<file path="config.mk">
export PLATFORM = sky130hd
export DESIGN_NAME = program_loader
export DESIGN_NICKNAME = d
export VERILOG_FILES = /design/src/rtl/program_loader.sv
export SDC_FILE = /design/constraint.sdc
export NUM_CORES = 1
export LEC_CHECK = 0
export CORE_MARGIN = 2
export CORE_UTILIZATION = 50
export DETAILED_ROUTE_END_ITERATION = 8
export PLACE_DENSITY = 0.77
export SYNTH_ARGS = -nofsm -noshare
export SYNTH_HDL_FRONTEND = slang
export SYNTH_SLANG_ARGS = --single-unit
</file>
<file path="constraint.sdc">
create_clock -name clk -period 2.2 [get_ports clk]
set_input_delay 0.22 -clock clk [delete_from_list [all_inputs] [get_ports clk]]
set_output_delay 0.22 -clock clk [all_outputs]
set_load 0.01 [all_outputs]
</file>
<file path="src/rtl/program_loader.sv">
// Serial byte loader that writes 32-bit words into instruction memory and releases the CPU.
// Optional trailing XOR checksum byte: define PROGRAM_LOADER_CHECKSUM_EN.
module program_loader #(
  parameter int ADDR_WIDTH = 8
) (
  input  logic                  clk,
  input  logic                  reset,
  input  logic [7:0]            in_data,
  input  logic                  in_valid,
  output logic                  in_ready,
  input  logic                  load_start,
  output logic                  imem_we,
  output logic [ADDR_WIDTH-1:0] imem_addr,
  output logic [31:0]           imem_wdata,
  output logic                  cpu_run,
  output logic                  load_error,
  output logic [ADDR_WIDTH:0]   words_loaded
);

  localparam int CW = (ADDR_WIDTH + 1 > 8) ? ADDR_WIDTH + 1 : 8;

  typedef enum logic [2:0] {
    IDLE  = 3'd0,
    LOAD  = 3'd1,
`ifdef PROGRAM_LOADER_CHECKSUM_EN
    CHECK = 3'd2,
`endif
    DONE  = 3'd3,
    ERROR = 3'd4
  } state_e;

  state_e                state_q, state_d;
  logic [1:0]            cnt_q, cnt_d;
  logic [23:0]           buf_q, buf_d;
  logic [7:0]            hdr_q, hdr_d;
  logic [ADDR_WIDTH:0]   words_q, words_d;
  logic                  we_q, we_d;
  logic [ADDR_WIDTH-1:0] addr_q, addr_d;
  logic [31:0]           wdata_q, wdata_d;
  logic                  run_q, run_d;
`ifdef PROGRAM_LOADER_CHECKSUM_EN
  logic [7:0]            csum_q, csum_d;
  logic                  err_q, err_d;
`endif

  logic                  accept;
  logic                  word_done;
  logic                  last_word;
  logic [ADDR_WIDTH:0]   wl_next;

  always_comb begin
    in_ready = 1'b0;
    if (!reset) begin
      unique case (state_q)
        IDLE, LOAD: in_ready = 1'b1;
`ifdef PROGRAM_LOADER_CHECKSUM_EN
        CHECK:      in_ready = 1'b1;
`endif
        default:    in_ready = 1'b0;
      endcase
    end
  end

  // A byte coinciding with load_start belongs to the abandoned load.
  assign accept    = in_valid && in_ready && !load_start;
  assign word_done = accept && (state_q == LOAD) && (cnt_q == 2'd3);
  assign wl_next   = words_q + 1'b1;
  // Header 0 means a full memory, reached when the count hits 2^ADDR_WIDTH.
  assign last_word = wl_next[ADDR_WIDTH] ||
                     ((hdr_q != 8'd0) && (CW'(wl_next) == CW'(hdr_q)));

  always_ff @(posedge clk) begin
    if (reset) begin
      state_q <= IDLE;
      cnt_q   <= '0;
      buf_q   <= '0;
      hdr_q   <= '0;
      words_q <= '0;
      we_q    <= 1'b0;
      addr_q  <= '0;
      wdata_q <= '0;
      run_q   <= 1'b0;
`ifdef PROGRAM_LOADER_CHECKSUM_EN
      csum_q  <= '0;
      err_q   <= 1'b0;
`endif
    end else begin
      state_q <= state_d;
      cnt_q   <= cnt_d;
      buf_q   <= buf_d;
      hdr_q   <= hdr_d;
      words_q <= words_d;
      we_q    <= we_d;
      addr_q  <= addr_d;
      wdata_q <= wdata_d;
      run_q   <= run_d;
`ifdef PROGRAM_LOADER_CHECKSUM_EN
      csum_q  <= csum_d;
      err_q   <= err_d;
`endif
    end
  end

  always_comb begin
    state_d = state_q;
    if (load_start) begin
      state_d = IDLE;
    end else begin
      unique case (state_q)
        IDLE:  if (accept) state_d = LOAD;
        LOAD: begin
          if (word_done && last_word) begin
`ifdef PROGRAM_LOADER_CHECKSUM_EN
            state_d = CHECK;
`else
            state_d = DONE;
`endif
          end
        end
`ifdef PROGRAM_LOADER_CHECKSUM_EN
        CHECK: if (accept) state_d = (in_data == csum_q) ? DONE : ERROR;
`endif
        DONE:  state_d = DONE;
        ERROR: state_d = ERROR;
        default: state_d = IDLE;
      endcase
    end
  end

  always_comb begin
    cnt_d   = cnt_q;
    buf_d   = buf_q;
    hdr_d   = hdr_q;
    words_d = words_q;
    we_d    = 1'b0;
    addr_d  = addr_q;
    wdata_d = wdata_q;
    run_d   = (state_q == DONE) && !load_start;
`ifdef PROGRAM_LOADER_CHECKSUM_EN
    csum_d  = csum_q;
    err_d   = (state_d == ERROR);
`endif
    if (load_start) begin
      cnt_d   = '0;
      words_d = '0;
`ifdef PROGRAM_LOADER_CHECKSUM_EN
      csum_d  = '0;
`endif
    end else if (accept && state_q == IDLE) begin
      hdr_d = in_data;
      cnt_d = '0;
`ifdef PROGRAM_LOADER_CHECKSUM_EN
      csum_d = '0;
`endif
    end else if (accept && state_q == LOAD) begin
      cnt_d = cnt_q + 2'd1;
      buf_d = {buf_q[15:0], in_data};
`ifdef PROGRAM_LOADER_CHECKSUM_EN
      csum_d = csum_q ^ in_data;
`endif
      if (word_done) begin
        we_d    = 1'b1;
        addr_d  = words_q[ADDR_WIDTH-1:0];
        wdata_d = {buf_q, in_data};
        words_d = wl_next;
      end
    end
  end

  assign imem_we      = we_q;
  assign imem_addr    = addr_q;
  assign imem_wdata   = wdata_q;
  assign cpu_run      = run_q;
  assign words_loaded = words_q;
`ifdef PROGRAM_LOADER_CHECKSUM_EN
  assign load_error   = err_q;
`else
  assign load_error   = 1'b0;
`endif

endmodule

</file>
==> results of run 1 <==
==> worst paths after layout <==
path	to	depth (start not counted)	slack, ps
setup / recovery	state_q[1]	6	260
hold / removal	words_loaded[3]	4	400
setup reg to reg	state_q[1]	6	260
hold reg to reg	imem_wdata[30]	2	460
==> final cells by class <==
class                           instances  area (um2)
Sequential cell                        88        1760
Multi-Input combinational cell        291        1480
Timing Repair Buffer                   71         711
Clock inverter                          7        77.6
Inverter                                2        7.51
Fill cell                             577        2460
Clock buffer                            9         124
Tap cell                               80         100
==> kinds of logic (layout without fill, tap and decap cells) <==
family / count (synthesis) / in the layout / synth area share
multiplexers: 9 / 9 / 0.0263
flip-flops: 88 / 88 / 0.514
other: 1 / 1 / 0.00110
AO/OA/AOI/OAI: 80 / 80 / 0.130
AND/OR/NAND/NOR: 183 / 183 / 0.224
buffers and inverters: 33 / 89 / 0.0555
XOR/XNOR: 16 / 16 / 0.0409
adder cells (fa/ha/maj): 2 / 2 / 0.00731
==> cells in the mapped netlist, drive strengths merged, types with 2 or more instances <==
cell	number	area share
xor2	8	0.020
clkbuf	16	0.018
mux2i	9	0.026
nor3b	3	0.0095
inv	2	0.0022
nand2b	2	0.0037
dfxtp	88	0.51
nor3	5	0.0073
nand3	4	0.0058
nand2	135	0.15
xnor2	8	0.020
a21oi	69	0.10
ha	2	0.0073
o211a	2	0.0058
o21ai	2	0.0029
a31o	3	0.0077
and3	4	0.0088
nor2	20	0.022
buf	15	0.036
nand4	5	0.0091
==> flip-flops by register name, summed over array words and instances, names as in the netlist <==
| name | count |
|---|---|
| state_q | 3 |
| hdr_q | 8 |
| buf_q | 24 |
| cpu_run | 1 |
| cnt_q | 2 |
| imem_addr | 8 |
| imem_wdata | 32 |
| words_loaded | 9 |
| imem_we | 1 |
==> worst max-delay path: stages (launching register included) <==
cell,delay [ps]
dfxtp_1,530
ha_1,300
and3_4,230
nand4_1,110
and3_1,200
o2111a_1,240
o211a_1,220
==> metal layers <==
metal	GRT usage	vias to the layer above	wire length [um]
met5	0	-	0
met4	0.0724	0	108
met3	0.0429	9	323
met2	0.308	66	3280
met1	0.293	1356	3500
li1	-	1457	-
==> power breakdown <==
| part | leakage (nW) | internal, mW | total [mW] | switching, mW |
|---|---|---|---|---|
| Clock | 0.101 | 0.539 | 1.14 | 0.602 |
| Sequential | 0.709 | 1.60 | 1.61 | 0.00708 |
| Combinational | 0.623 | 0.0398 | 0.0932 | 0.0534 |
| Total | 1.43 | 2.18 | 2.84 | 0.663 |
==> through the flow <==
stage                     power, mW  hold WS (ps)
final                          2.84           401
after global routing           2.93           437
after CTS                      2.86           389
after detailed placement       1.74           446
after global placement         1.73           443
after floorplan                1.70           356
==> results.tsv, run 1 <==
stage	metric	value	unit
job	cap_violations	0	
worst_hold_path	min_from	reset	
worst_hold_path	min_path_type	primary input to flop	
clocking	cts.reportedPaths.clkPinSlew	90	ps
global_route	grt_util_all_layers	0.205	
yosys	ys_ff_latch	88	
cells_and_area	final_nets	477	
global_route	antenna_found_initial	0	
setup_path	path_class	flop to flop	
place	dp_hpwl	4.74	mm
detailed_routing	drt-wirelength-per-cell	13.2	um
clocking	clock-sinks	88	
yosys	synth_cells	412	
floorplanning	rows	30	
floorplanning	die_w	86.8	um
clocking	cts_resized	0	
yosys	avgSynthCellArea	8.31	um2
clocking	cts_root_buf	clkbuf_8	
sta	hold_violations	0	
floorplanning	start_util	0.510	
cells_and_area	final_common_cell	nand2_1	
cells_and_area	syn_to_final_growth	24.4	%
yosys	synth_enable_flop_cells	0	
setup_path	crit_start	words_loaded[0]	
sta	setup_violations	0	
yosys	synth_top_flop_cell	dfxtp_1	
cells_and_area	mostFrequentLayoutCells	nand2_1, dfxtp_1, a21oi_1	
setup_path	critPathArrivalTime	2190	ps
floorplanning	io_pins	65	
place	port_buffers	63	
sta	fin_crit	1940	ps
detailed_routing	first_pass_iters	4	
sta	finalClockSkew	8.72	ps
floorplanning	core_area	0.00672	mm2
global_route	grt_max_degree	73	
cells_and_area	fin_cells	548	
place	routabilityCongestion	0.831	
detailed_routing	totalWireLength	7.21	mm
sta	tightest_slew	717	ps
detailed_routing	routed_via_density	5.27	
clocking	htreeDepth	3	
cells_and_area	n_antenna_cell	0	
sta	final.setup.tns	0	ps
yosys	syn_area	0.00342	mm2
power	peakVddDrop	0.000307	V
yosys	ys_warn_count	0	
setup_path	r2r-start	words_loaded[0]	
detailed_routing	postRouteAntennaNets	0	
place	placed_area	0.00406	mm2
yosys	yosysSeqAreaShare	0.514	
status	status	finished, final reports clean	
detailed_routing	drtIter0Drc	212	
floorplanning	die_y	86.8	um
global_route	grt_overflow	0	
cells_and_area	drive_above_1_share	0.0748	
yosys	ys_types	36	
place	place_inst	532	
detailed_routing	num_vias	2888	
sta	fin_ws	265	ps
yosys	syn_nets	426	
setup_path	cp_max_fo	8	
detailed_routing	drc	0	
floorplanning	fp.dieArea	0.00753	mm2
setup_path	critPathRequiredTime	2460	ps
setup_path	crit_path_end_kind	flop	
clocking	holdBufCountCts	0	
sta	maxSlewHeadroom	0.522	
clocking	cts_tree	done	
sta	fmax	0.517	GHz
setup_path	crit_path_start_kind	flop	
power	leakagePower	1.43	nW
clocking	clockBufferDepth	2	
sta	slew_violations	0	
cells_and_area	stdcell_area	0.00426	mm2
cells_and_area	utilization	0.634	
sta	final.period_utilization	0.880	
clocking	clkLatencyLatePin	360	ps
power	p_per_area	667	mW/mm2
global_route	grt_pass1_vias	2608	
yosys	ys_async_sr_fraction	0	
sta	grt_setup_unrepaired	false	
clocking	cts_setup_buffers	0	
clocking	cts-buffers-inserted	9	
global_route	grt_pass1_wl	12.2	mm
place	dpl_worst_slack	254	ps
Note: power is estimated with default switching activity, not from simulation.
==> inputs of run 2 (changes only) <==
CORE_UTILIZATION = 51   (was 50)
PLACE_DENSITY = 0.78   (was 0.77)
==> results.tsv, run 2 (synthesis results as in run 1) <==
stage	metric	value	unit	change
status	status	finished, final reports clean		
global_route	grt_overflow	0		unchanged
place	port_buffers	63		unchanged
clocking	clkLatencyLatePin	360	ps	about the same
cells_and_area	drive_above_1_share	0.0726		-0.00214
clocking	cts_tree	done		
global_route	grt_max_degree	73		unchanged
sta	fmax	0.522	GHz	+0.93%
global_route	grt_pass1_vias	2573		-1.3%
floorplanning	rows	29		-3.3%
sta	final.period_utilization	0.871		-0.00811
place	dp_hpwl	4.81	mm	+1.4%
setup_path	critPathArrivalTime	2170	ps	-20 ps
global_route	grt_pass1_wl	12.2	mm	-0.34%
cells_and_area	largest_reg_flops	32		unchanged
job	cap_violations	0		unchanged
cells_and_area	mostFrequentLayoutCells	nand2_1, dfxtp_1, a21oi_1		
detailed_routing	drc	0		unchanged
sta	slew_violations	0		unchanged
power	peakVddDrop	0.000354	V	+15%
clocking	cts_resized	0		unchanged
clocking	htreeDepth	3		unchanged
sta	fin_ws	283	ps	+17.8 ps
setup_path	cpPeakStageDelay	520	ps	about the same
cells_and_area	fin_cells	545		-0.55%
cells_and_area	n_antenna_cell	0		unchanged
setup_path	crit_path_end_kind	flop		
setup_path	critPathRequiredTime	2450	ps	about the same
power	p_per_area	652	mW/mm2	-2.2%
clocking	cts_root_buf	clkbuf_8		
clocking	cts_setup_buffers	0		unchanged
floorplanning	io_pins	65		unchanged
detailed_routing	wl_met2	3.24	mm	-1.3%
sta	tightest_slew	700	ps	-17.1 ps
cells_and_area	syn_to_final_growth	24.0	%	
detailed_routing	drt-met1-wl	3.40	mm	-2.9%
floorplanning	start_util	0.533		+0.0235
setup_path	path_class	flop to flop		
detailed_routing	routed_via_density	5.20		-1.4%
sta	hold_violations	0		unchanged
clocking	cts.reportedPaths.clkPinSlew	80	ps	about the same
clocking	holdBufCountCts	0		unchanged
clocking	clockBufferDepth	2		unchanged
floorplanning	fp.dieArea	0.00739	mm2	-1.9%
floorplanning	die_y	85.9	um	-0.94%
place	dpl_worst_slack	245	ps	-8.48 ps
detailed_routing	num_vias	2833		-1.9%
setup_path	crit_path_start_kind	flop		
global_route	grt_util_all_layers	0.205		about the same
place	routabilityCongestion	0.836		+0.51%
sta	finalClockSkew	10.1	ps	+1.38 ps
setup_path	slowest_stage	dfxtp_1		
sta	fin_crit	1920	ps	-17.8 ps
detailed_routing	top_layer	met4		
detailed_routing	totalWireLength	7.02	mm	-2.6%
floorplanning	core_area	0.00642	mm2	-4.4%
detailed_routing	postRouteAntennaNets	0		unchanged
clocking	cts-buffers-inserted	9		unchanged
floorplanning	die_w	85.9	um	-0.94%
sta	maxSlewHeadroom	0.533		+0.0114
clocking	clock-sinks	88		unchanged
sta	setup_violations	0		unchanged
setup_path	cp_max_fo	8		unchanged
detailed_routing	drtIter0Drc	180		-15%
detailed_routing	wl_met3	308	um	-4.6%
detailed_routing	first_pass_iters	4		unchanged
cells_and_area	final_nets	478		+0.21%
cells_and_area	final_common_cell	nand2_1		
place	place_inst	530		-0.38%
global_route	antenna_found_initial	0		unchanged
sta	grt_setup_unrepaired	false		
setup_path	cp_cell_sequence	ha_1, and3_4, nand4_1, and3_1, o2111a_1, o211a_1		
power	leakagePower	1.43	nW	-0.50%
detailed_routing	drt-wirelength-per-cell	12.9	um	-2.1%
worst_hold_path	min_path_type	primary input to flop		
sta	final.setup.tns	0	ps	unchanged
## run 2: cell count changes in the layout (fill, tap and decap cells not counted), sizes merged
cell / before / now
clkinvlp: 1 / 2
buf: 9 / 10
inv: 6 / 2
clkbuf: 9 / 10
clkinv: 1 / 2
## run 2: final cells by class
type,instances,area [um2]
fillers,560,2170
flip-flops and latches,88,1760
multi-input cells,291,1480
repair buffers,72,718
clock buffers,10,128
well taps,77,96.3
clock inverters,5,58.8
inverters,2,7.51
## run 2: path summary, 6_finish.rpt
path | start | to | cells past startpoint | slack, ps
setup reg to reg | words_loaded[0] | state_q[1] | 6 | 280
setup / recovery | words_loaded[0] | state_q[1] | 6 | 280
hold reg to reg | imem_wdata[27] | imem_wdata[27] | 2 | 460
hold / removal | reset | words_loaded[3] | 4 | 400
## run 2: power by group
part	leakage (nW)	switching [mW]	internal (mW)	total [mW]
Clock	0.0883	0.553	0.519	1.07
Combinational	0.628	0.0525	0.0398	0.0923
Sequential	0.709	0.00685	1.60	1.60
## run 2: through the flow
stage               total power [mW]   util  hold WS, ps  instance area, um2
floorplan                       1.70      -          356                3420
global placement                1.73  0.632          441                4060
detailed placement              1.73  0.632          445                4060
CTS                             2.79  0.661          387                4250
global route                    2.87  0.661          437                4250
finish                          2.77  0.661          402                4250
## run 2: per-layer routing
metal	vias to the layer above	global-route usage
met5	-	0
met4	0	0.0693
met3	8	0.0481
met1	1302	0.300
li1	1452	-
met2	71	0.296
## run 2: critical path, delay by kind of cell, from the launching register on
| kind | cells | cell delay, ps |
|---|---|---|
| AND/OR/NAND/NOR | 3 | 560 |
| flip-flops | 1 | 520 |
| AO/OA/AOI/OAI | 2 | 460 |
| adder cells (fa/ha/maj) | 1 | 290 |
